==> src/rtl/bist_march_engine.sv <==
// March X / March C- BIST engine for a single-port synchronous SRAM.
// Define BIST_CHECKERBOARD_EN to rerun the selected algorithm with a checkerboard background.
module bist_march_engine #(
    parameter int ADDR_W = 4,
    parameter int DATA_W = 8
) (
    input  logic              bist_clk,
    input  logic              bist_rst,
    input  logic              bist_start,
    input  logic              bist_mode,
    input  logic [DATA_W-1:0] bist_dout,
    output logic              bist_cs,
    output logic              bist_we,
    output logic [ADDR_W-1:0] bist_addr,
    output logic [DATA_W-1:0] bist_din,
    output logic              bist_busy,
    output logic              bist_done,
    output logic              bist_fail,
    output logic [ADDR_W-1:0] fail_addr,
    output logic [2:0]        fail_elem,
    output logic [DATA_W-1:0] fail_bits
);

    typedef enum logic [1:0] {IDLE, RUN, DRAIN, DONE} state_e;

    state_e            state_q;
    logic              mode_q;
    logic [2:0]        elem_q;
    logic [ADDR_W-1:0] addr_q;
    logic              op_q;
    logic              pass_q;
    logic              drain_q;

    // Read-compare pipeline: stage 1 rides with the command, stage 2 with the SRAM access.
    logic [1:0]        rd_vld_q;
    logic [DATA_W-1:0] exp1_q, exp2_q;
    logic [ADDR_W-1:0] paddr1_q, paddr2_q;
    logic [2:0]        pelem1_q, pelem2_q;

    logic [2:0]        last_elem, elem_nxt, elem_tag;
    logic              two_op, is_down, nxt_down, is_read, inv, addr_end, last_cmd;
    logic [DATA_W-1:0] bg, cmd_data;

    always_comb begin
        last_elem = mode_q ? 3'd5 : 3'd3;
        elem_nxt  = elem_q + 3'd1;
        two_op    = (elem_q != 3'd0) && (elem_q != last_elem);
        is_down   = mode_q ? (elem_q >= 3'd3) : (elem_q >= 3'd2);
        nxt_down  = mode_q ? (elem_nxt >= 3'd3) : (elem_nxt >= 3'd2);
        is_read   = (elem_q != 3'd0) && !op_q;
        // Odd elements read D and write ~D; even elements read ~D and write D (e0 writes D).
        inv       = is_read ? ~elem_q[0] : elem_q[0];
        addr_end  = is_down ? (addr_q == '0) : (addr_q == '1);
`ifdef BIST_CHECKERBOARD_EN
        bg        = pass_q ? (addr_q[0] ? ~{DATA_W/2{2'b01}} : {DATA_W/2{2'b01}}) : '0;
        elem_tag  = (pass_q && !mode_q) ? elem_q + 3'd4 : elem_q;
        last_cmd  = addr_end && (op_q || !two_op) && (elem_q == last_elem) && pass_q;
`else
        bg        = '0;
        elem_tag  = elem_q;
        last_cmd  = addr_end && (op_q || !two_op) && (elem_q == last_elem);
`endif
        cmd_data  = inv ? ~bg : bg;
    end

    always_ff @(posedge bist_clk) begin
        if (bist_rst) begin
            state_q   <= IDLE;
            mode_q    <= 1'b0;
            elem_q    <= '0;
            addr_q    <= '0;
            op_q      <= 1'b0;
            pass_q    <= 1'b0;
            drain_q   <= 1'b0;
            rd_vld_q  <= '0;
            exp1_q    <= '0;
            exp2_q    <= '0;
            paddr1_q  <= '0;
            paddr2_q  <= '0;
            pelem1_q  <= '0;
            pelem2_q  <= '0;
            bist_cs   <= 1'b0;
            bist_we   <= 1'b0;
            bist_addr <= '0;
            bist_din  <= '0;
            bist_busy <= 1'b0;
            bist_done <= 1'b0;
            bist_fail <= 1'b0;
            fail_addr <= '0;
            fail_elem <= '0;
            fail_bits <= '0;
        end else begin
            rd_vld_q <= {rd_vld_q[0], 1'b0};
            exp2_q   <= exp1_q;
            paddr2_q <= paddr1_q;
            pelem2_q <= pelem1_q;

            if (rd_vld_q[1] && (bist_dout != exp2_q)) begin
                bist_fail <= 1'b1;
                if (!bist_fail) begin
                    fail_addr <= paddr2_q;
                    fail_elem <= pelem2_q;
                    fail_bits <= bist_dout ^ exp2_q;
                end
            end

            case (state_q)
                IDLE: begin
                    bist_cs   <= 1'b0;
                    bist_we   <= 1'b0;
                    bist_addr <= '0;
                    bist_din  <= '0;
                    if (bist_start) begin
                        state_q   <= RUN;
                        mode_q    <= bist_mode;
                        elem_q    <= '0;
                        addr_q    <= '0;
                        op_q      <= 1'b0;
                        pass_q    <= 1'b0;
                        bist_busy <= 1'b1;
                        bist_fail <= 1'b0;
                        fail_addr <= '0;
                        fail_elem <= '0;
                        fail_bits <= '0;
                    end
                end
                RUN: begin
                    bist_cs   <= 1'b1;
                    bist_we   <= !is_read;
                    bist_addr <= addr_q;
                    bist_din  <= is_read ? '0 : cmd_data;
                    rd_vld_q  <= {rd_vld_q[0], is_read};
                    exp1_q    <= cmd_data;
                    paddr1_q  <= addr_q;
                    pelem1_q  <= elem_tag;
                    if (two_op && !op_q) begin
                        op_q <= 1'b1;
                    end else begin
                        op_q <= 1'b0;
                        if (!addr_end) begin
                            addr_q <= is_down ? addr_q - 1'b1 : addr_q + 1'b1;
                        end else if (elem_q != last_elem) begin
                            // Element boundary: reload the start address of the next element.
                            elem_q <= elem_nxt;
                            addr_q <= nxt_down ? '1 : '0;
                        end else begin
                            pass_q <= 1'b1;
                            elem_q <= '0;
                            addr_q <= '0;
                        end
                    end
                    if (last_cmd) begin
                        state_q <= DRAIN;
                        drain_q <= 1'b0;
                    end
                end
                DRAIN: begin
                    bist_cs   <= 1'b0;
                    bist_we   <= 1'b0;
                    bist_addr <= '0;
                    bist_din  <= '0;
                    drain_q   <= 1'b1;
                    if (drain_q) begin
                        state_q   <= DONE;
                        bist_busy <= 1'b0;
                        bist_done <= 1'b1;
                    end
                end
                DONE: begin
                    if (!bist_start) begin
                        state_q   <= IDLE;
                        bist_done <= 1'b0;
                    end
                end
                default: state_q <= IDLE;
            endcase
        end
    end

endmodule

==> config.mk <==
export PLATFORM = sky130hd
export DESIGN_NAME = bist_march_engine
export DESIGN_NICKNAME = d
export VERILOG_FILES = /design/src/rtl/bist_march_engine.sv
export SDC_FILE = /design/constraint.sdc
export NUM_CORES = 1
export LEC_CHECK = 0
export BUFFER_PORTS_ARGS = -buffer_cell sky130_fd_sc_hd__buf_2
export CAP_MARGIN = 20
export CORE_MARGIN = 2
export CORE_UTILIZATION = 35
export DETAILED_ROUTE_END_ITERATION = 8
export GPL_TIMING_DRIVEN = 0
export PLACE_DENSITY = 0.65
export SKIP_LAST_GASP = 1
export SLEW_MARGIN = 20
export SYNTH_ARGS = -nofsm -noshare
export SYNTH_HDL_FRONTEND = slang
export SYNTH_SLANG_ARGS = --single-unit
==> constraint.sdc <==
create_clock -name bist_clk -period 3.35 [get_ports bist_clk]
set_clock_uncertainty 0.05 [all_clocks]
set_input_delay 0.1675 -clock bist_clk [delete_from_list [all_inputs] [get_ports bist_clk]]
set_output_delay 0.1675 -clock bist_clk [all_outputs]
set_load 0.005 [all_outputs]
After elaboration in Yosys (flattened, before gate mapping)
Cells that the tools add are included.
{ "word_totals": {"regBits": 76, "in_bits": 12, "elab_cells": 129} }
{ "classes": {"addsub": 3, "n_lt_le_gt_ge": 4, "n_eq_ne": 13, "muxes": 54, "n_bitwise": 3, "n_reduce_logical": 28} }
{ "op_table": {"columns": ["cell", "count"], "rows": [
  ["$mux 8", 6],
  ["$mux 4", 10],
  ["$mux 3", 9],
  ["$pmux 4 s2", 2],
  ["$pmux 8 s2", 1],
  ["$mux 1", 14],
  ["$ge 3x2->1 const B", 4],
  ["$ne 2x2->1 const B", 6],
  ["$pmux 1 s2", 6],
  ["$reduce_bool 2->1", 5],
  ["$reduce_and 3->1", 3],
  ["$mux 2", 4],
  ["$ne 8x8->1", 1],
  ["$pmux 2 s4", 1],
  ["$reduce_and 4->1", 2],
  ["$xor 8x8->8", 1],
  ["$logic_and 1x1->1", 6],
  ["$pmux 3 s2", 1],
  ["$reduce_and 2->1", 3],
  ["$add 4x1->4 const B", 1],
  ["$eq 2x2->1 const B", 2],
  ["$eq 4x4->1 const B", 1],
  ["$logic_not 4->1", 1],
  ["$reduce_or 2->1", 2],
  ["10 further kinds", 13]
]} }

Logic depth before layout (Yosys ltp)
Gate-level depths: netlist (run 1).
{ "logic_depth": {"ltp_word": 9, "ltp_mapped": 11, "mapped_depth_nobuf": 10} }

Least setup slack after synthesis (run 1)
No wires, ideal clock.
{ "synth_path": {"path_type": "flip-flop to flip-flop", "from": "register elem_q[0]", "to": "register addr_q[3]", "t_arrival_ps": 2654, "required_ps": 3183, "path_slack_ps": 529, "stages_incl_launch_ff": 11, "n_path_buf": 0, "period_less_slack_ps": 2821, "path_cell_list": "dfxtp_1 ha_1 ha_1 a221oi_4 inv_1 ha_1 a21o_1 a21oi_1 xor2_1 mux2_2 a32o_1"} }
{ "synth_between": {"elab_chain_len": 8, "elab_cells_between_ends": 20} }
{ "synth_lines": {"columns": ["item", "line_no", "source"], "rows": [
  ["start: declaration", "28", "logic [2:0] elem_q;"],
  ["start signal: assignment", "144", "elem_q <= elem_nxt;"],
  ["$add 3x1->3", "46", "elem_nxt = elem_q + 3'd1;"],
  ["$ge 3x2->1", "49", "nxt_down = mode_q ? (elem_nxt >= 3'd3) : (elem_nxt >= 3'd2);"],
  ["$mux 1", "49", null],
  ["$mux 4", "145", "addr_q <= nxt_down ? '1 : '0;"],
  ["$mux 4", "142", "end else if (elem_q != last_elem) begin"],
  ["$mux 4", "140", "if (!addr_end) begin"],
  ["$mux 4", "136", "if (two_op && !op_q) begin"],
  ["$pmux 4 s2", "107", "case (state_q)"],
  ["end signal: assignment", "141", "addr_q <= is_down ? addr_q - 1'b1 : addr_q + 1'b1;"],
  ["end signal: assignment", "145", null],
  ["end: declaration", "29", "logic [ADDR_W-1:0] addr_q;"]
]} }
Parallel ways exist; a longest one is shown, timed or not. The select of a mux whose other input is x is not followed.
A chain may end at the register's enable or synchronous reset.

Worst setup path after layout (run 1)
Same ends and word-level chain as after synthesis.

==> impl_metrics.json, run 1 <==
{
  "coreArea_mm2": 0.00725,
  "min_path_type": "in2reg",
  "cts_root_buf": "clkbuf_8",
  "cp_data_arrival_time_ns": 3.25,
  "post_cts_resized": 0,
  "crit_buf_inv": 1,
  "synth_cell_types": 46,
  "grt_usage_pct": 13.7,
  "yosysMostFrequentCell": "dfxtp_1",
  "multi_input_area_mm2": 0.00134,
  "synth_edf_count": 0,
  "ys_ff_latch": 55,
  "drv_slew": 0,
  "netSwitchingPower_w": 0.000570,
  "portBuffers": 43,
  "synth_top_area_cell": "dfxtp_1",
  "crit_type": "reg2reg",
  "relSlewSlack_pct": 59.3,
  "cts_sinks": 55,
  "end_kind": "flop",
  "placed_cell_area_mm2": 0.00296,
  "layout.area.seq_mm2": 0.00110,
  "peakVddDrop_mv": 0.208,
  "run_status": "completed",
  "synthCells": 281,
  "synth_seq_area_share_pct": 42.0,
  "power.share.switching_pct": 35.4,
  "row_count": 31,
  "crit_slowest_cell": "a221oi_4",
  "worst_pin_slew_ns": 0.611,
  "r2r_slack_ns": 0.26,
  "final_layout_size_suffix_gt1_share_pct": 22.0,
  "fin_tns_setup_ns": 0,
  "ys.flop_type": "dfxtp_1",
  "die_w_um": 90.6,
  "yosysWarnings": 0,
  "p_per_area_mw_per_mm2": 526,
  "num_vias": 2104,
  "async_flop_share_pct": 0,
  "cts_inserted_buffers": 5,
  "timing.fmax_mhz": 324,
  "crit_chain": "ha_1 -> ha_1 -> a221oi_4 -> inv_1 -> ha_1 -> a21o_1 -> a21oi_1 -> xor2_1 -> mux2_2 -> a32o_1",
  "finalCritPeriodShare_pct": 92.2,
  "post-route-cell-area_mm2": 0.00306,
  "cp_top_family": "compound AO/OA/AOI/OAI gates",
  "avgSynthCellArea_um2": 9.34,
  "grt_pass1_vias": 2025,
  "grt_max_degree": 20,
  "cts_buffer_depth": 2,
  "initial_utilization_pct": 36.2,
  "seq_power_share_pct": 46.6,
  "yosys-top-cells-area": "dfxtp_1 (42%), mux2i_1 (7.2%), ha_1 (6.2%)",
  "cts.clk_slew.worst_paths_ns": 0.11,
  "p_int_w": 0.00104,
  "overflow": 0,
  "fin_nets": 357,
  "power.leakage_nw": 1.26,
  "p_clk_share_pct": 24.0,
  "antenna_left": 0,
  "timing.final.crit_period_ns": 3.09,
  "dr.pass1.iters": 4,
  "setup_violations": 0,
  "syn_nets": 307,
  "worst-path-max-fanout": 10,
  "place_congestion": 0.833,
  "pin_count": 44,
  "synthToLayoutAreaGrowth_pct": 16.6,
  "synth.top_cells.by_count": "dfxtp_1 (55), nor2_1 (40), nand2_1 (23)",
  "grt_pass1_wl_um": 9390,
  "dp_hpwl_um": 4080,
  "cp_data_required_time_ns": 3.51,
  "grt_antenna_before_repair": 0,
  "drt_iter0_markers": 105,
  "cts_hold_buf": 0,
  "post_cts_buffers": 0,
  "viasPerCell": 4.88,
  "diodes": 0,
  "die_h_um": 90.6,
  "dieArea_mm2": 0.00820,
  "netlist_area_mm2": 0.00262,
  "critPathLaunchType": "flop",
  "max_stage_delay_ns": 0.50,
  "synth_top_area_share_pct": 42.0,
  "drv_cap": 0,
  "finalHoldViolCount": 0,
  "grt_setup_unrepaired": "no",
  "pwr-share-comb_pct": 29.3,
  "drcViolationCount": 0,
  "insertion_delay_ns": 0.31,
  "h-tree-depth": 2,
  "fillers": 726,
  "cts_tree": "done",
  "routed_wl_um": 5440,
  "avgRoutedWirePerCell_um": 12.6,
  "crit_top_cell": "ha_1"
}
-- per-layer routing --
| metal | routed length [um] | global-route usage (%) | up-vias | share of wire [%] |
|---|---|---|---|---|
| met1 | 2530 | 17.6 | 978 | 47 |
| met4 | 20 | 2.82 | 0 | 0.37 |
| met3 | 321 | 3.67 | 2 | 5.9 |
| met2 | 2570 | 23.2 | 56 | 47 |
| li1 | - | - | 1068 | - |
| met5 | 0 | 0 | - | 0 |
-- cells in the final DEF, fill, tap and decap left out, types with 3 or more instances in the layout --
cell / synthesis / routed
dfxtp_1: 55 / 55
buf_2: 0 / 43
nor2_1: 40 / 40
nand2_1: 23 / 23
mux2i_1: 19 / 19
inv_1: 13 / 13
ha_1: 13 / 13
a21oi_1: 12 / 12
nor2b_1: 12 / 12
buf_4: 8 / 8
xnor2_1: 8 / 8
a211oi_1: 8 / 8
clkbuf_1: 7 / 7
nor3_1: 5 / 5
o21ai_0: 5 / 5
clkbuf_8: 0 / 5
a32o_1: 4 / 4
or4_1: 3 / 3
buf_6: 3 / 3
nand4_1: 3 / 3
a211oi_2: 3 / 3
nand2b_1: 3 / 3
a22oi_1: 3 / 3
o211ai_1: 3 / 3
-- final timing paths --
| check | to | from | depth (start not counted) |
|---|---|---|---|
| worst max-delay path | addr_q[3]$_SDFFE_PP0P_ | elem_q[0]$_SDFFE_PP0P_ | 10 |
| worst min-delay path | mode_q$_SDFFE_PP0P_ | bist_mode | 3 |
| worst max register to register | addr_q[3]$_SDFFE_PP0P_ | elem_q[0]$_SDFFE_PP0P_ | 10 |
| worst min register to register | rd_vld_q[1]$_SDFF_PP0_ | rd_vld_q[0]$_SDFF_PP0_ | 1 |
-- worst register-to-register path: stages, from the launching register on --
cell      delay, ns
dfxtp_1        0.44
ha_1           0.26
ha_1           0.21
a221oi_4       0.50
inv_1          0.13
ha_1           0.29
a21o_1         0.17
a21oi_1        0.16
xor2_1         0.18
mux2_2         0.35
a32o_1         0.25
-- area by class of cell --
cell class | count | area share (%)
plain buffers | 20 | 4.21
clock buffers | 5 | 2.25
clock inverters | 3 | 0.900
inverters | 14 | 1.72
multi-input cells | 192 | 43.8
flip-flops and latches | 55 | 36.0
well taps | 99 | 4.05
repair buffers | 43 | 7.03
-- flip-flops by register name, indices dropped and copies added, names as in the netlist, 2 cells and up --
signal	count
paddr2_q	4
fail_bits	8
elem_q	3
bist_addr	4
state_q	2
pelem1_q	3
fail_elem	3
addr_q	4
pelem2_q	3
paddr1_q	4
rd_vld_q	2
fail_addr	4
-- power groups by stage --
stage,clock [W],sequential (W),combinational [W]
2_1_floorplan,0,0.000753,0.000358
3_3_place_gp,0,0.000763,0.000455
3_5_place_dp,0,0.000765,0.000469
4_1_cts,0.000400,0.000749,0.000471
5_1_grt,0.000422,0.000757,0.000525
6_report,0.000387,0.000750,0.000472
-- cell families after synthesis --
kind of cell	share of synthesized area, %
simple gates	16.9
flops	42.0
compound gates	15.6
buf+inv	6.91
mux	8.25
fa+ha+maj	6.96
xor+xnor	3.34
-- per-stage QoR --
step / hold WS (ns) / util, % / std cells / total power, W / setup slack (ns)
finish: 0.0432 / 42.2 / 431 / 0.00161 / 0.260
global route: 0.0629 / 42.2 / 431 / 0.00170 / 0.0647
CTS: 0.0392 / 42.2 / 431 / 0.00162 / 0.267
detailed placement: 0.379 / 40.8 / 423 / 0.00123 / 0.289
global placement: 0.374 / 40.8 / 423 / 0.00122 / 0.320
floorplan: 0.265 / - / 281 / 0.00111 / 0.529
(Power assumes the default switching activity.)
==> run 2: changes to the inputs <==
--- a/config.mk
+++ b/config.mk
@@ -12,5 +12,4 @@
 export DETAILED_ROUTE_END_ITERATION = 8
 export GPL_TIMING_DRIVEN = 0
-export PLACE_DENSITY = 0.65
 export SKIP_LAST_GASP = 1
 export SLEW_MARGIN = 20
==> constraint.sdc (replaced) <==
create_clock -name bist_clk -period 3.03 [get_ports bist_clk]
set_clock_uncertainty 0.05 [all_clocks]
set_input_delay 0.4545 -clock bist_clk [delete_from_list [all_inputs] [get_ports bist_clk]]
set_output_delay 0.4545 -clock bist_clk [all_outputs]
set_load 0.005 [all_outputs]
==> run 2 against run 1 <==
  * Critical endpoint unchanged
  * Worst hold slack gained 0.30 ns
  * Critical path depth is the same
  * Clock power grew 30%
  * Routed wire length shrank 1.1%
  * Fmax grew 9.0%
  * Sequential power grew 10%
  * Register-to-register slack lost 0.06 ns
  * Die area is the same
  * Sequential cell count is the same
  * Final cell count grew 0.23%
==> impl_metrics.json, run 2 (synthesis gave the netlist of run 1 again) <==
{
  "portBuffers": 43,
  "avgRoutedWirePerCell_um": 12.5,
  "cp_data_arrival_time_ns": 3.01,
  "top_register": "fail_bits",
  "dr.pass1.iters": 4,
  "use_met1_pct": 16.8,
  "timing.fmax_mhz": 353,
  "coreArea_mm2": 0.00725,
  "largest_reg_flops": 8,
  "instances_no_fill": 432,
  "grt_setup_unrepaired": "no",
  "finalCritPeriodShare_pct": 93.6,
  "gr-usage-met2_pct": 22.1,
  "power.leakage_nw": 1.28,
  "dp_hpwl_um": 4050,
  "r2r_slack_ns": 0.20,
  "cp_top_family": "compound AO/OA/AOI/OAI gates",
  "crit_buf_inv": 1,
  "finalHoldViolCount": 0,
  "cp_data_required_time_ns": 3.21,
  "placed_cell_area_mm2": 0.00296,
  "cts.clk_slew.worst_paths_ns": 0.11,
  "holdWs_ns": 0.344,
  "cts_sinks": 55,
  "max_stage_delay_ns": 0.43,
  "fin_tns_setup_ns": 0,
  "relSlewSlack_pct": 53.1,
  "grt.busiest_layer": "met2",
  "timing.final.crit_period_ns": 2.83,
  "die_h_um": 90.6,
  "drcViolationCount": 0,
  "crit_type": "reg2reg",
  "fin_nets": 358,
  "routed_wl_um": 5380,
  "grt_antenna_before_repair": 0,
  "min_to": "mode_q$_SDFFE_PP0P_",
  "r2r.worst_path.cells": 10,
  "diodes": 0,
  "post-route-cell-area_mm2": 0.00308,
  "crit_top_cell": "ha_1",
  "hold_path_depth": 3,
  "dp.cells": 423,
  "viasPerCell": 4.75,
  "r2r_end": "addr_q[3]$_SDFFE_PP0P_",
  "pin_count": 44,
  "grt_pass1_wl_um": 8960,
  "worst_pin_slew_ns": 0.704,
  "cp.depth": 10,
  "drv_cap": 0,
  "synthToLayoutAreaGrowth_pct": 17.5,
  "drv_slew": 0,
  "p_per_area_mw_per_mm2": 598,
  "final_layout_size_suffix_gt1_share_pct": 22.2,
  "insertion_delay_ns": 0.32,
  "h-tree-depth": 2,
  "overflow": 0,
  "run_status": "completed",
  "grt_usage_pct": 13.4,
  "worst-path-max-fanout": 8,
  "initial_utilization_pct": 36.2,
  "fillers": 740,
  "layout_commonest_cell": "dfxtp_1",
  "cts_buffer_depth": 2,
  "row_count": 31,
  "reg2reg_from": "elem_q[1]$_SDFFE_PP0P_",
  "antenna_left": 0,
  "mostFrequentLayoutCells": "dfxtp_1 (54), buf_2 (43), nor2_1 (40)",
  "drt_iter0_markers": 124,
  "cts_tree": "done",
  "dieArea_mm2": 0.00820,
  "min_path_type": "in2reg",
  "place_congestion": 0.784,
  "grt_max_degree": 18,
  "grt_use_met3_pct": 3.26,
  "die_w_um": 90.6,
  "cts_root_buf": "clkbuf_8",
  "critPathLaunchType": "flop",
  "holdCritStartpoint": "bist_mode",
  "num_vias": 2054,
  "crit_chain": "ha_1 -> ha_1 -> a221oi_4 -> inv_1 -> ha_1 -> a21o_1 -> a21oi_1 -> xor2_1 -> mux2_2 -> a32o_1",
  "grt_pass1_vias": 1931,
  "end_kind": "flop",
  "setup_violations": 0,
  "peakVddDrop_mv": 0.220,
  "cts_inserted_buffers": 5,
  "crit_slowest_cell": "dfxtp_1"
}
run 2: changes by cell type in the layout (fill, tap and decap cells not counted), sizes merged:
cell	before	now
bufinv	0	1
inv	15	14
buf	55	56
clkbuf	13	14
clkinvlp	1	0
run 2: through the flow:
step	power, W	utilization [%]	setup WS, ns
global placement	0.00135	40.8	-0.00619
global route	0.00195	42.5	0.0181
finish	0.00184	42.5	0.195
CTS	0.00185	42.5	0.146
detailed placement	0.00136	40.8	-0.0463
floorplan	0.00123	-	0.209
run 2: how the worst max path moves through the flow:
| stage | start | end | slack (ns) |
|---|---|---|---|
| 2_1_floorplan | elem_q[0]$_SDFFE_PP0P_ | addr_q[3]$_SDFFE_PP0P_ | 0.21 |
| 3_3_place_gp | elem_q[0]$_SDFFE_PP0P_ | addr_q[3]$_SDFFE_PP0P_ | -0.006 |
| 3_5_place_dp | elem_q[0]$_SDFFE_PP0P_ | addr_q[3]$_SDFFE_PP0P_ | -0.05 |
| 4_1_cts | elem_q[0]$_SDFFE_PP0P_ | addr_q[3]$_SDFFE_PP0P_ | 0.15 |
| 5_1_grt | elem_q[2]$_SDFFE_PP0P_ | addr_q[3]$_SDFFE_PP0P_ | 0.02 |
| 6_report | elem_q[1]$_SDFFE_PP0P_ | addr_q[3]$_SDFFE_PP0P_ | 0.20 |
run 2: cell type report:
cell class	instances	area (um^2)	area share, %
Clock buffer	6	72.6	2.35
Tap cell	99	124	4.02
Clock inverter	2	38.8	1.26
Buffer	20	129	4.18
Sequential cell	55	1100	35.8
Inverter	14	52.6	1.70
Multi-Input combinational cell	192	1340	43.5
Timing Repair Buffer	44	223	7.22
run 2: routing by layer:
metal  part of all wire [%]  vias up  wire length, um
met2                     46       40             2450
met5                      0        -                0
met1                     48      940             2590
met4                    1.7        0               91
met3                    4.5        8              244
li1                       -     1066                -
run 2: power breakdown:
part / switching (W) / internal (W) / total, W
sequential: 0.0000488 / 0.000777 / 0.000826
combinational: 0.000317 / 0.000198 / 0.000515
clock: 0.000252 / 0.000250 / 0.000502
run 2: worst register-to-register path: stages (launching register included):
cell	delay, ns
dfxtp_1	0.43
ha_1	0.23
ha_1	0.21
a221oi_4	0.31
inv_1	0.10
ha_1	0.28
a21o_1	0.18
a21oi_1	0.19
xor2_1	0.17
mux2_2	0.35
a32o_1	0.25
run 2: repair_timing:
action,CTS,global route
resized for setup,0,1
endpoints found under the setup margin,1,1
setup buffers,1,0
hold buffers,0,0
pin swaps,1,0
==> run 3: changes to the inputs <==
Clock period 3.03 ns to 2.9 ns, I/O delays scaled along.
==> run 3 against run 2 <==
  * Die area unchanged
  * Design area is 0.57% higher
  * Global-route usage is the same
  * Sequential power up 4.5%
  * Routed wire length shrank 0.30%
  * Clock power rose by 4.2%
  * Sequential cell count unchanged
  * Register-to-register slack got worse by 0.06 ns
==> impl_metrics.json, run 3 (synthesis gave the netlist of run 1 again) <==
{
  "num_vias": 2054,
  "relSlewSlack_pct": 54.3,
  "dr.pass1.iters": 4,
  "cts_inserted_buffers": 5,
  "pin_count": 44,
  "drv_cap": 0,
  "finalCritPeriodShare_pct": 95.3,
  "grt_max_degree": 18,
  "holdCritStartpoint": "bist_mode",
  "critPathLaunchType": "flop",
  "r2r.worst_path.cells": 10,
  "initial_utilization_pct": 36.2,
  "holdWs_ns": 0.322,
  "dp_slack_ns": -0.176,
  "peakVddDrop_mv": 0.228,
  "cp_data_required_time_ns": 3.08,
  "crit_type": "reg2reg",
  "die_w_um": 90.6,
  "timing.final.crit_period_ns": 2.76,
  "cts_buffer_depth": 2,
  "max_stage_delay_ns": 0.40,
  "coreArea_mm2": 0.00725,
  "dp_hpwl_um": 4050,
  "mostFrequentLayoutCells": "dfxtp_1 (53), buf_2 (43), nor2_1 (40)",
  "cp_data_arrival_time_ns": 2.94,
  "top_register": "fail_bits",
  "p_per_area_mw_per_mm2": 620,
  "reg2reg_from": "elem_q[0]$_SDFFE_PP0P_",
  "fillers": 736,
  "viasPerCell": 4.74,
  "hold_path_depth": 3,
  "worst_pin_slew_ns": 0.685,
  "r2r_end": "addr_q[3]$_SDFFE_PP0P_",
  "cts_root_buf": "clkbuf_8",
  "grt_pass1_vias": 1931,
  "crit_slowest_cell": "dfxtp_4",
  "insertion_delay_ns": 0.32,
  "r2r_slack_ns": 0.14,
  "crit_chain": "ha_1 -> ha_1 -> a221oi_4 -> inv_1 -> ha_1 -> a21o_1 -> a21oi_2 -> xor2_1 -> mux2_2 -> a32o_1",
  "routed_wl_um": 5370,
  "power.leakage_nw": 1.28,
  "dp.cells": 423,
  "synthToLayoutAreaGrowth_pct": 18.2,
  "grt_pass1_wl_um": 8960,
  "cp_top_family": "compound AO/OA/AOI/OAI gates",
  "worst-path-max-fanout": 9,
  "drt_iter0_markers": 113,
  "die_h_um": 90.6,
  "grt_setup_unrepaired": "no",
  "crit_top_cell": "ha_1",
  "place_congestion": 0.784,
  "fin_nets": 359,
  "grt_antenna_before_repair": 0,
  "antenna_left": 0,
  "overflow": 0,
  "setup_violations": 0,
  "portBuffers": 43,
  "dieArea_mm2": 0.00820,
  "end_kind": "flop",
  "drv_slew": 0,
  "avgRoutedWirePerCell_um": 12.4,
  "cts.clk_slew.worst_paths_ns": 0.11,
  "worst_slack_ns": 0.138,
  "cts_tree": "done",
  "drcViolationCount": 0,
  "diodes": 0,
  "grt_usage_pct": 13.4,
  "min_path_type": "in2reg",
  "final_layout_size_suffix_gt1_share_pct": 23.1,
  "row_count": 31,
  "layout_commonest_cell": "dfxtp_1",
  "h-tree-depth": 2,
  "min_to": "mode_q$_SDFFE_PP0P_",
  "cts_sinks": 55,
  "crit_buf_inv": 1,
  "instances_no_fill": 433,
  "timing.fmax_mhz": 362,
  "run_status": "completed",
  "largest_reg_flops": 8,
  "finalHoldViolCount": 0
}
run 3: changes by cell type in the layout (fill, tap and decap cells not counted), sizes merged:
cell,delta
clkbuf,-1
buf,+2
run 3: final cells by class:
cell class | count | area, um^2 | area share, %
Multi-Input combinational cell | 192 | 1350 | 43.4
Clock buffer | 6 | 72.6 | 2.34
Timing Repair Buffer | 45 | 230 | 7.43
Buffer | 20 | 131 | 4.24
Inverter | 14 | 52.6 | 1.69
Tap cell | 99 | 124 | 4.00
Sequential cell | 55 | 1110 | 35.7
Clock inverter | 2 | 38.8 | 1.25
run 3: report_power, final:
| group | internal (W) | total (W) | switching, W | leakage [nW] |
|---|---|---|---|---|
| Sequential | 0.000811 | 0.000863 | 0.0000514 | 0.446 |
| Clock | 0.000261 | 0.000523 | 0.000262 | 0.0558 |
| Combinational | 0.000207 | 0.000535 | 0.000328 | 0.783 |
| Total | 0.00128 | 0.00192 | 0.000642 | 1.28 |
run 3: timing repair:
item	in CTS	in global routing
gates resized for setup	0	7
hold buffers	0	0
setup endpoints to repair	1	1
buffers inserted	1	1
hold endpoints to repair	0	0
pin swaps	1	1
run 3: how the worst max path moves through the flow:
stage	start	end	slack (ns)	cells after the start
3_5_place_dp	elem_q[0]$_SDFFE_PP0P_	addr_q[3]$_SDFFE_PP0P_	-0.18	10
3_3_place_gp	elem_q[0]$_SDFFE_PP0P_	addr_q[3]$_SDFFE_PP0P_	-0.14	10
2_1_floorplan	elem_q[0]$_SDFFE_PP0P_	addr_q[3]$_SDFFE_PP0P_	0.08	10
5_1_grt	elem_q[2]$_SDFFE_PP0P_	addr_q[3]$_SDFFE_PP0P_	0.005	11
4_1_cts	elem_q[0]$_SDFFE_PP0P_	addr_q[3]$_SDFFE_PP0P_	0.02	10
6_report	elem_q[0]$_SDFFE_PP0P_	addr_q[3]$_SDFFE_PP0P_	0.14	10
run 3: worst reg2reg max path, stage by stage (launching register included):
cell	delay, ns
dfxtp_4	0.40
ha_1	0.20
ha_1	0.21
a221oi_4	0.33
inv_1	0.10
ha_1	0.28
a21o_1	0.19
a21oi_2	0.15
xor2_1	0.16
mux2_2	0.35
a32o_1	0.25
run 3: stage by stage:
step	power (W)	util, %	TNS (ns)	instance area, um^2
final	0.00192	42.7	0	3100
after global routing	0.00204	42.7	0	3100
after CTS	0.00194	42.5	0	3080
after detailed placement	0.00142	40.8	-0.176	2960
after global placement	0.00141	40.8	-0.136	2960
after floorplan	0.00128	-	0	2620
run 3: per-layer routing:
| metal | up-vias | track usage, % | share of wire, % |
|---|---|---|---|
| li1 | 1069 | - | - |
| met1 | 930 | 16.8 | 48 |
| met2 | 47 | 22.1 | 46 |
| met3 | 8 | 3.26 | 4.4 |
| met4 | 0 | 5.13 | 1.7 |
| met5 | - | 0 | 0 |
